`src/rtl/sort4_engine_pkg.sv`:
```
// -----------------------------------------------------------------------------
// sort4_engine_pkg
// Shared definitions for the four-element compare/swap sorter:
//   - state_t   : sorter state encoding (IDLE / SORT / DONE)
//   - STEP_LAST : index of the final compare/swap step
//   - pair_lo() : step -> lower register index of the pair to compare
//                 (the upper index is always pair_lo + 1)
// No ports (package).
// -----------------------------------------------------------------------------
package sort4_engine_pkg;

  typedef enum logic [1:0] {
    IDLE = 2'd0,
    SORT = 2'd1,
    DONE = 2'd2
  } state_t;

  localparam logic [2:0] STEP_LAST = 3'd5;

  // Bubble-sort schedule for four elements: three passes of shrinking length.
  // (0,1) (1,2) (2,3) | (0,1) (1,2) | (0,1)
  function automatic logic [1:0] pair_lo(input logic [2:0] step);
    logic [1:0] idx;
    case (step)
      3'd0:    idx = 2'd0;
      3'd1:    idx = 2'd1;
      3'd2:    idx = 2'd2;
      3'd3:    idx = 2'd0;
      3'd4:    idx = 2'd1;
      3'd5:    idx = 2'd0;
      default: idx = 2'd0;
    endcase
    return idx;
  endfunction

endpackage

```
`src/rtl/sort4_engine_if.sv`:
```
// -----------------------------------------------------------------------------
// sort4_engine_if
// Request/result bundle of the sorter.
//   start        : request a sort (sampled on the rising clock edge)
//   signed_mode  : 1 = two's-complement ordering, 0 = unsigned ordering
//   x0..x3       : operands, latched when the request is accepted
//   s0..s3       : sorted result, s0 smallest (registered)
//   busy         : high while compare/swap steps are running
//   done         : one-cycle pulse when s0..s3 hold the final result
// Modports: master (requester) and slave (sorter).
// -----------------------------------------------------------------------------
interface sort4_engine_if #(
  parameter int N = 6
);
  logic         start;
  logic         signed_mode;
  logic [N-1:0] x0;
  logic [N-1:0] x1;
  logic [N-1:0] x2;
  logic [N-1:0] x3;
  logic [N-1:0] s0;
  logic [N-1:0] s1;
  logic [N-1:0] s2;
  logic [N-1:0] s3;
  logic         busy;
  logic         done;

  modport master (
    output start, signed_mode, x0, x1, x2, x3,
    input  s0, s1, s2, s3, busy, done
  );

  modport slave (
    input  start, signed_mode, x0, x1, x2, x3,
    output s0, s1, s2, s3, busy, done
  );
endinterface

```
`src/rtl/sort4_engine_cmp_swap.sv`:
```
// -----------------------------------------------------------------------------
// sort4_engine_cmp_swap
// Combinational compare-and-swap of one operand pair.
//   i_a, i_b       : pair in current register order
//   i_signed_mode  : 1 = two's-complement compare, 0 = unsigned compare
//   o_lo, o_hi     : pair in ascending order (unchanged when i_a <= i_b)
//   o_gt           : i_a > i_b, i.e. a swap is required
// The compare is an (N+1)-bit subtraction of the extended operands, so the
// difference can never overflow: a > b iff the difference is nonzero and
// its sign bit is clear.
// -----------------------------------------------------------------------------
module sort4_engine_cmp_swap
  import sort4_engine_pkg::*;
#(
  parameter int N = 6
) (
  input  logic [N-1:0] i_a,
  input  logic [N-1:0] i_b,
  input  logic         i_signed_mode,
  output logic [N-1:0] o_lo,
  output logic [N-1:0] o_hi,
  output logic         o_gt
);

  logic [N:0] w_a_ext;
  logic [N:0] w_b_ext;
  logic [N:0] w_diff;

  // Zero-extend for unsigned, sign-extend for signed.
  assign w_a_ext = {(i_signed_mode & i_a[N-1]), i_a};
  assign w_b_ext = {(i_signed_mode & i_b[N-1]), i_b};
  assign w_diff  = w_a_ext - w_b_ext;

  assign o_gt = (w_diff != {(N+1){1'b0}}) && (w_diff[N] == 1'b0);
  assign o_lo = o_gt ? i_b : i_a;
  assign o_hi = o_gt ? i_a : i_b;

endmodule

```
`src/rtl/sort4_engine.sv`:
```
// -----------------------------------------------------------------------------
// sort4_engine
// Sequential four-element sorter. Operands are latched on an accepted start
// and ordered ascending by six fixed bubble-sort compare/swap steps, one per
// clock, through a single shared cmp_swap unit.
//   clk  : system clock, rising edge
//   rst  : asynchronous, active-high reset (aborts any sort in flight)
//   bus  : sort4_engine_if.slave (start, signed_mode, x0..x3 in;
//          s0..s3, busy, done out)
// Start-to-done latency is 7 cycles; a start in the DONE cycle launches the
// next sort back-to-back. s0..s3 show intermediate values while busy.
// -----------------------------------------------------------------------------
module sort4_engine
  import sort4_engine_pkg::*;
#(
  parameter int N = 6
) (
  input  logic              clk,
  input  logic              rst,
  sort4_engine_if.slave     bus
);

  state_t       r_state;
  state_t       w_next_state;
  logic [2:0]   r_step;
  logic         r_mode;
  logic         r_busy;
  logic         r_done;
  logic [N-1:0] r_s [4];

  logic         w_load;
  logic         w_swap;
  logic [1:0]   w_lo_idx;
  logic [1:0]   w_hi_idx;
  logic [N-1:0] w_a;
  logic [N-1:0] w_b;
  logic [N-1:0] w_lo;
  logic [N-1:0] w_hi;
  logic         w_gt;

  // Route the pair selected by the current step through the shared comparator.
  assign w_lo_idx = pair_lo(r_step);
  assign w_hi_idx = w_lo_idx + 2'd1;
  assign w_a      = r_s[w_lo_idx];
  assign w_b      = r_s[w_hi_idx];

  sort4_engine_cmp_swap #(.N(N)) u_cmp_swap (
    .i_a           (w_a),
    .i_b           (w_b),
    .i_signed_mode (r_mode),
    .o_lo          (w_lo),
    .o_hi          (w_hi),
    .o_gt          (w_gt)
  );

  // Only write the pair when it is really out of order, so equal operands
  // stay put (stable sort, no redundant register activity).
  assign w_swap = (r_state == SORT) && w_gt;

  // Next-state decode; DONE accepts a new start exactly like IDLE.
  always_comb begin
    w_next_state = r_state;
    w_load       = 1'b0;
    case (r_state)
      IDLE, DONE: begin
        if (bus.start) begin
          w_next_state = SORT;
          w_load       = 1'b1;
        end else begin
          w_next_state = IDLE;
        end
      end
      SORT: begin
        if (r_step == STEP_LAST) begin
          w_next_state = DONE;
        end else begin
          w_next_state = SORT;
        end
      end
      default: begin
        w_next_state = IDLE;
      end
    endcase
  end

  // State register.
  always_ff @(posedge clk or posedge rst) begin
    if (rst) begin
      r_state <= IDLE;
    end else begin
      r_state <= w_next_state;
    end
  end

  // Step counter: cleared on load, advances once per SORT cycle.
  always_ff @(posedge clk or posedge rst) begin
    if (rst) begin
      r_step <= 3'd0;
    end else if (w_load) begin
      r_step <= 3'd0;
    end else if (r_state == SORT) begin
      r_step <= (r_step == STEP_LAST) ? 3'd0 : (r_step + 3'd1);
    end else begin
      r_step <= r_step;
    end
  end

  // Operand/result registers and latched ordering mode.
  always_ff @(posedge clk or posedge rst) begin
    if (rst) begin
      r_s[0] <= {N{1'b0}};
      r_s[1] <= {N{1'b0}};
      r_s[2] <= {N{1'b0}};
      r_s[3] <= {N{1'b0}};
      r_mode <= 1'b0;
    end else if (w_load) begin
      r_s[0] <= bus.x0;
      r_s[1] <= bus.x1;
      r_s[2] <= bus.x2;
      r_s[3] <= bus.x3;
      r_mode <= bus.signed_mode;
    end else if (w_swap) begin
      r_s[w_lo_idx] <= w_lo;
      r_s[w_hi_idx] <= w_hi;
    end else begin
      r_mode <= r_mode;
    end
  end

  // Registered status flags, aligned with the state they describe.
  always_ff @(posedge clk or posedge rst) begin
    if (rst) begin
      r_busy <= 1'b0;
      r_done <= 1'b0;
    end else begin
      r_busy <= (w_next_state == SORT);
      r_done <= (w_next_state == DONE);
    end
  end

  assign bus.s0   = r_s[0];
  assign bus.s1   = r_s[1];
  assign bus.s2   = r_s[2];
  assign bus.s3   = r_s[3];
  assign bus.busy = r_busy;
  assign bus.done = r_done;

endmodule

```
`src/flat_wrapper.sv`:
```
// flat-port wrapper written by rule: the top's interface ports become plain ports
module sort4_engine_flat import sort4_engine_pkg::*;
#(
  parameter int N = 6
)
  (clk, rst, bus_start, bus_signed_mode, bus_x0, bus_x1, bus_x2, bus_x3, bus_s0, bus_s1, bus_s2, bus_s3, bus_busy, bus_done);
  sort4_engine_if #(.N(N)) bus_i ();
  input  logic clk;
  input  logic rst;
  input wire logic [$bits(bus_i.start)-1:0] bus_start;
  input wire logic [$bits(bus_i.signed_mode)-1:0] bus_signed_mode;
  input wire logic [$bits(bus_i.x0)-1:0] bus_x0;
  input wire logic [$bits(bus_i.x1)-1:0] bus_x1;
  input wire logic [$bits(bus_i.x2)-1:0] bus_x2;
  input wire logic [$bits(bus_i.x3)-1:0] bus_x3;
  output wire logic [$bits(bus_i.s0)-1:0] bus_s0;
  output wire logic [$bits(bus_i.s1)-1:0] bus_s1;
  output wire logic [$bits(bus_i.s2)-1:0] bus_s2;
  output wire logic [$bits(bus_i.s3)-1:0] bus_s3;
  output wire logic [$bits(bus_i.busy)-1:0] bus_busy;
  output wire logic [$bits(bus_i.done)-1:0] bus_done;
  assign bus_i.start = bus_start;
  assign bus_i.signed_mode = bus_signed_mode;
  assign bus_i.x0 = bus_x0;
  assign bus_i.x1 = bus_x1;
  assign bus_i.x2 = bus_x2;
  assign bus_i.x3 = bus_x3;
  assign bus_s0 = bus_i.s0;
  assign bus_s1 = bus_i.s1;
  assign bus_s2 = bus_i.s2;
  assign bus_s3 = bus_i.s3;
  assign bus_busy = bus_i.busy;
  assign bus_done = bus_i.done;
  sort4_engine #(.N(N)) u_core (.clk(clk), .rst(rst), .bus(bus_i));
endmodule
```
`config.mk`:
```
export PLATFORM = sky130hd
export DESIGN_NAME = sort4_engine_flat
export DESIGN_NICKNAME = d
export VERILOG_FILES = /design/src/rtl/sort4_engine_pkg.sv /design/src/rtl/sort4_engine_if.sv /design/src/rtl/sort4_engine_cmp_swap.sv /design/src/rtl/sort4_engine.sv /design/src/flat_wrapper.sv
export SDC_FILE = /design/constraint.sdc
export NUM_CORES = 1
export LEC_CHECK = 0
export CAP_MARGIN = 30
export CORE_ASPECT_RATIO = 1.75
export CORE_MARGIN = 2
export CORE_UTILIZATION = 56
export CTS_CLUSTER_DIAMETER = 100
export DETAILED_ROUTE_END_ITERATION = 7
export GPL_TIMING_DRIVEN = 1
export PLACE_DENSITY = 0.86
export SETUP_SLACK_MARGIN = 0.15
export SLEW_MARGIN = 10
export SYNTH_ARGS = -nofsm -noshare
export SYNTH_HDL_FRONTEND = slang
export SYNTH_HIERARCHICAL = 1
export SYNTH_SLANG_ARGS = --single-unit
```
`constraint.sdc`:
```
create_clock -name clk -period 12.43 [get_ports clk]
set_input_delay 2.486 -clock clk [delete_from_list [all_inputs] [get_ports clk]]
set_output_delay 2.486 -clock clk [all_outputs]
set_load 0.02 [all_outputs]
```
==> impl_results.md <==
- Class of the tightest hold or removal check: flop to flop
- Drt total wl: 7483 um
- Buffer type at the clock tree root: sky130_fd_sc_hd__clkbuf_8
- Slew HR: 0.5553
- Gpl congestion: 0.9443
- Most frequently used cell type in the post-synthesis netlist: sky130_fd_sc_hd__dfrtp_1
- Number of cells produced by synthesis: 278
- Worst-case clock skew: 8.996 ps
- Pins Over Slew Limit: 0
- H-tree levels: 2
- Maximum number of buffers from clock root to sink: 2
- Most area-consuming cells after synthesis: sky130_fd_sc_hd__dfrtp_1 30%, sky130_fd_sc_hd__mux2_2 10%, sky130_fd_sc_hd__ha_1 6.5%
- Share of synthesized area spent on multiplexers: 0.2182
- Standard cell with the maximum stage delay on the critical path: sky130_fd_sc_hd__nor4b_4
- Post-Synth XOR/XNOR Area: 0.01297
- HPWL after detailed placement: 5515 um
- Number of distinct library cell variants in the gate-level netlist after synthesis: 42
- Number of filler cells placed in the layout: 360
- Largest net degree at the start of global routing: 33
- Area of the multi-input gates: 1764 um^2
- Cell type with the highest aggregate area in the netlist: sky130_fd_sc_hd__dfrtp_1
- Global-route wire length before repair: 11930 um
- Number of nets in the layout: 369
- Aggregate negative setup slack: 0 ps
- Sort of element at the start of the critical path: flop
- Number of buffers created by CTS: 5
- Outcome: finished, final reports clean
- Share of flip-flops with an asynchronous set or reset after synthesis: 1.000
- Initial antenna violation count: 0
- Final standard cell area without fillers: 3332 um^2
- Timing-limited maximum frequency: 0.1699 GHz
- Number of synthesized flops with an enable pin: 0
- Layout Area Growth over Synthesis: 23.34%
- Period minus WS final: 5885 ps
- Final Instance Count excl. Fillers: 379
- Fraction of the mapped netlist area in simple logic gates: 0.2154
- Via count of the first global-routing pass: 2332
- Area of the die: 5417 um^2
- Number of post-CTS setup repair buffers: 0
- Number of endpoints with negative hold slack in the final report: 0
- DRT iter0 DRCs: 142
- Required time at the worst-slack endpoint: 12600 ps
- Worst path arrival time: 6060 ps
- Number of max-capacitance violations reported: 0
- Critical Path Fanout Max: 17
- Most prevalent standard cell on the critical path: sky130_fd_sc_hd__mux2_2
- Delay of the slowest cell on the worst path: 580 ps
- Number of sinks on the clock net: 32
- Total via count after detailed routing: 2417
- Compound-gate portion of the synthesized area: 0.1417
- Register-to-register setup slack: 6550 ps
- All-layer global routing usage: 0.2904
- Horizontal extent of the die: 56.50 um
- Share of post-route cells with drive strength above 1: 0.1590
- Placement row count: 33
- Yosys warnings: 6
- Cell-by-cell listing of the critical path: xnor2_1, nor2_4, inv_1, ha_1, nor4b_4, mux2_2, mux2_2, ha_1, a2111oi_2, a21oi_2, xnor2_1, nand2b_1, inv_1, nand3b_1, o21ai_1, mux2_2
- Clock-pin transition on the worst setup and hold timing paths: 60 ps
- Synthesized-area fraction occupied by adder cells: 0.06484
- Synthesized area divided by synthesized cell count: 9.717 um^2
- TritonCTS clock tree: yes
- Average detailed-routed wire length per instance: 19.74 um
- Total congestion overflow: 0
- Number of detailed-route iterations in the first pass: 4
- Starting density of the core: 0.5790
- Post-synth design cell area: 2701 um^2
- Quantity of hold-fixing buffers added after cts: 0
- Core Footprint: 4666 um^2
- Setup violators final: 0
- Area share of the leading cell type in the synthesized netlist: 0.2964
- Final clock period utilization by the worst path: 0.4734
- Post-placement cell count: 370
- Mean number of vias per cell: 6.377
- Synthesis-stage register bit count: 32
- Register cell area after layout: 800.8 um^2
- Most used flip-flop cell after synthesis: sky130_fd_sc_hd__dfrtp_1
- List of most frequent post-synthesis cells: 32 x sky130_fd_sc_hd__dfrtp_1, 31 x sky130_fd_sc_hd__nand2_1, 24 x sky130_fd_sc_hd__mux2_2
- Actual slew at the worst max-slew pin: 662.7 ps
- Number of nets in the synthesized netlist: 320
- Dominant combinational cell family by area after synthesis: multiplexers
- Share of the yosys chip area belonging to registers: 0.2964
- Die H: 95.88 um
- Setup repair after global routing missed its margin: false
- Crit Path Class: flop to flop
- Type of element capturing the critical path: flop
- Number of remaining DRC errors: 0
- Cell area reported after detailed placement: 3232 um^2
- Diode insertion count for antenna repair: 0
- I/O Buffers: 53
- Boundary Pins: 54
- Residual antenna-violating net count after detailed routing: 0
- Number of gates given a new drive strength after cts: 0
- Clock insertion delay at the later pin of the skew report: 290 ps
==> stage by stage <==
step	hold slack (ps)	setup WS, ps	util
2_1_floorplan	488.6	7857	-
3_3_place_gp	537.3	6856	0.6927
3_5_place_dp	540.1	6639	0.6927
4_1_cts	554.3	6604	0.7093
5_1_grt	568.7	6190	0.7141
6_report	544.8	6545	0.7141
==> state kept, by name, summed over array words and instances (netlist names) <==
register         cells
u_core/bus.s3        6
u_core/r_mode        1
u_core/bus.s2        6
u_core/bus.busy      1
u_core/bus.s0        6
u_core/bus.done      1
u_core/bus.s1        6
u_core/r_step        3
u_core/r_state       2
==> final cells by class <==
| cell class | instances | area share |
|---|---|---|
| clock buffers | 6 | 0.02178 |
| clock inverters | 1 | 0.001502 |
| inverters | 15 | 0.01690 |
| multi-input cells | 216 | 0.5295 |
| flip-flops and latches | 32 | 0.2403 |
| well taps | 52 | 0.01953 |
| repair buffers | 57 | 0.1705 |
==> path summary, 6_finish.rpt <==
check	end	cells after the start	from
setup / recovery	u_core/bus.s3[0]	16	u_core/r_step[0]
hold / removal	u_core/bus.s3[1]	1	u_core/bus.s3[1]
setup reg to reg	u_core/bus.s3[0]	16	u_core/r_step[0]
hold reg to reg	u_core/bus.s3[1]	1	u_core/bus.s3[1]
max in group asynchronous	u_core/bus.s3[3]	3	rst
min in group asynchronous	u_core/bus.s0[1]	3	rst
==> metal layers <==
metal,GRT usage,part of all wire,vias to the layer above
li1,-,-,1122
met1,0.3554,0.39,1159
met2,0.4651,0.50,107
met3,0.05645,0.064,29
met4,0.1845,0.048,0
met5,0,0,-
==> critical path, delay by kind of cell, from the launching register on <==
| family | cells | cell delay (ps) |
|---|---|---|
| DFF | 1 | 490 |
| AOI/OAI and AO/OA | 3 | 1050 |
| adders and majority gates | 2 | 800 |
| buffers and inverters | 2 | 440 |
| xor gates and xnor gates | 2 | 400 |
| and+or+nand+nor | 4 | 1500 |
| muxes | 3 | 1090 |
==> cells in the final DEF, fill, tap and decap left out, drive strengths merged <==
cell type	count
a21oi	11
nand4bb	1
o21ai	16
nor2	11
nor4b	1
o22ai	1
nand3b	14
xor2	1
nor3	1
nand4	1
mux2	36
nor2b	4
ha	14
o211ai	8
nor3b	12
o21bai	1
xnor2	3
inv	15
mux4	6
a211oi	1
clkdlybuf4s50	53
nand2	31
a2111oi	2
and3b	7
o21a	1
nand4b	1
dfrtp	32
clkbuf	6
nand3	7
clkinv	1
a221oi	5
nand2b	4
and4bb	1
or3	1
buf	4
a31oi	13
==> kinds of logic (layout without fill, tap and decap cells) <==
| group | count (synthesis) | in the layout |
|---|---|---|
| adders and majority gates | 14 | 14 |
| and+or+nand+nor | 97 | 97 |
| muxes | 42 | 42 |
| DFF | 32 | 32 |
| xor gates and xnor gates | 4 | 4 |
| AOI/OAI and AO/OA | 59 | 59 |
| buffers and inverters | 30 | 79 |
Power is not shown: default switching activity piles up to over one toggle a cycle in this logic, so the estimate is an artifact.
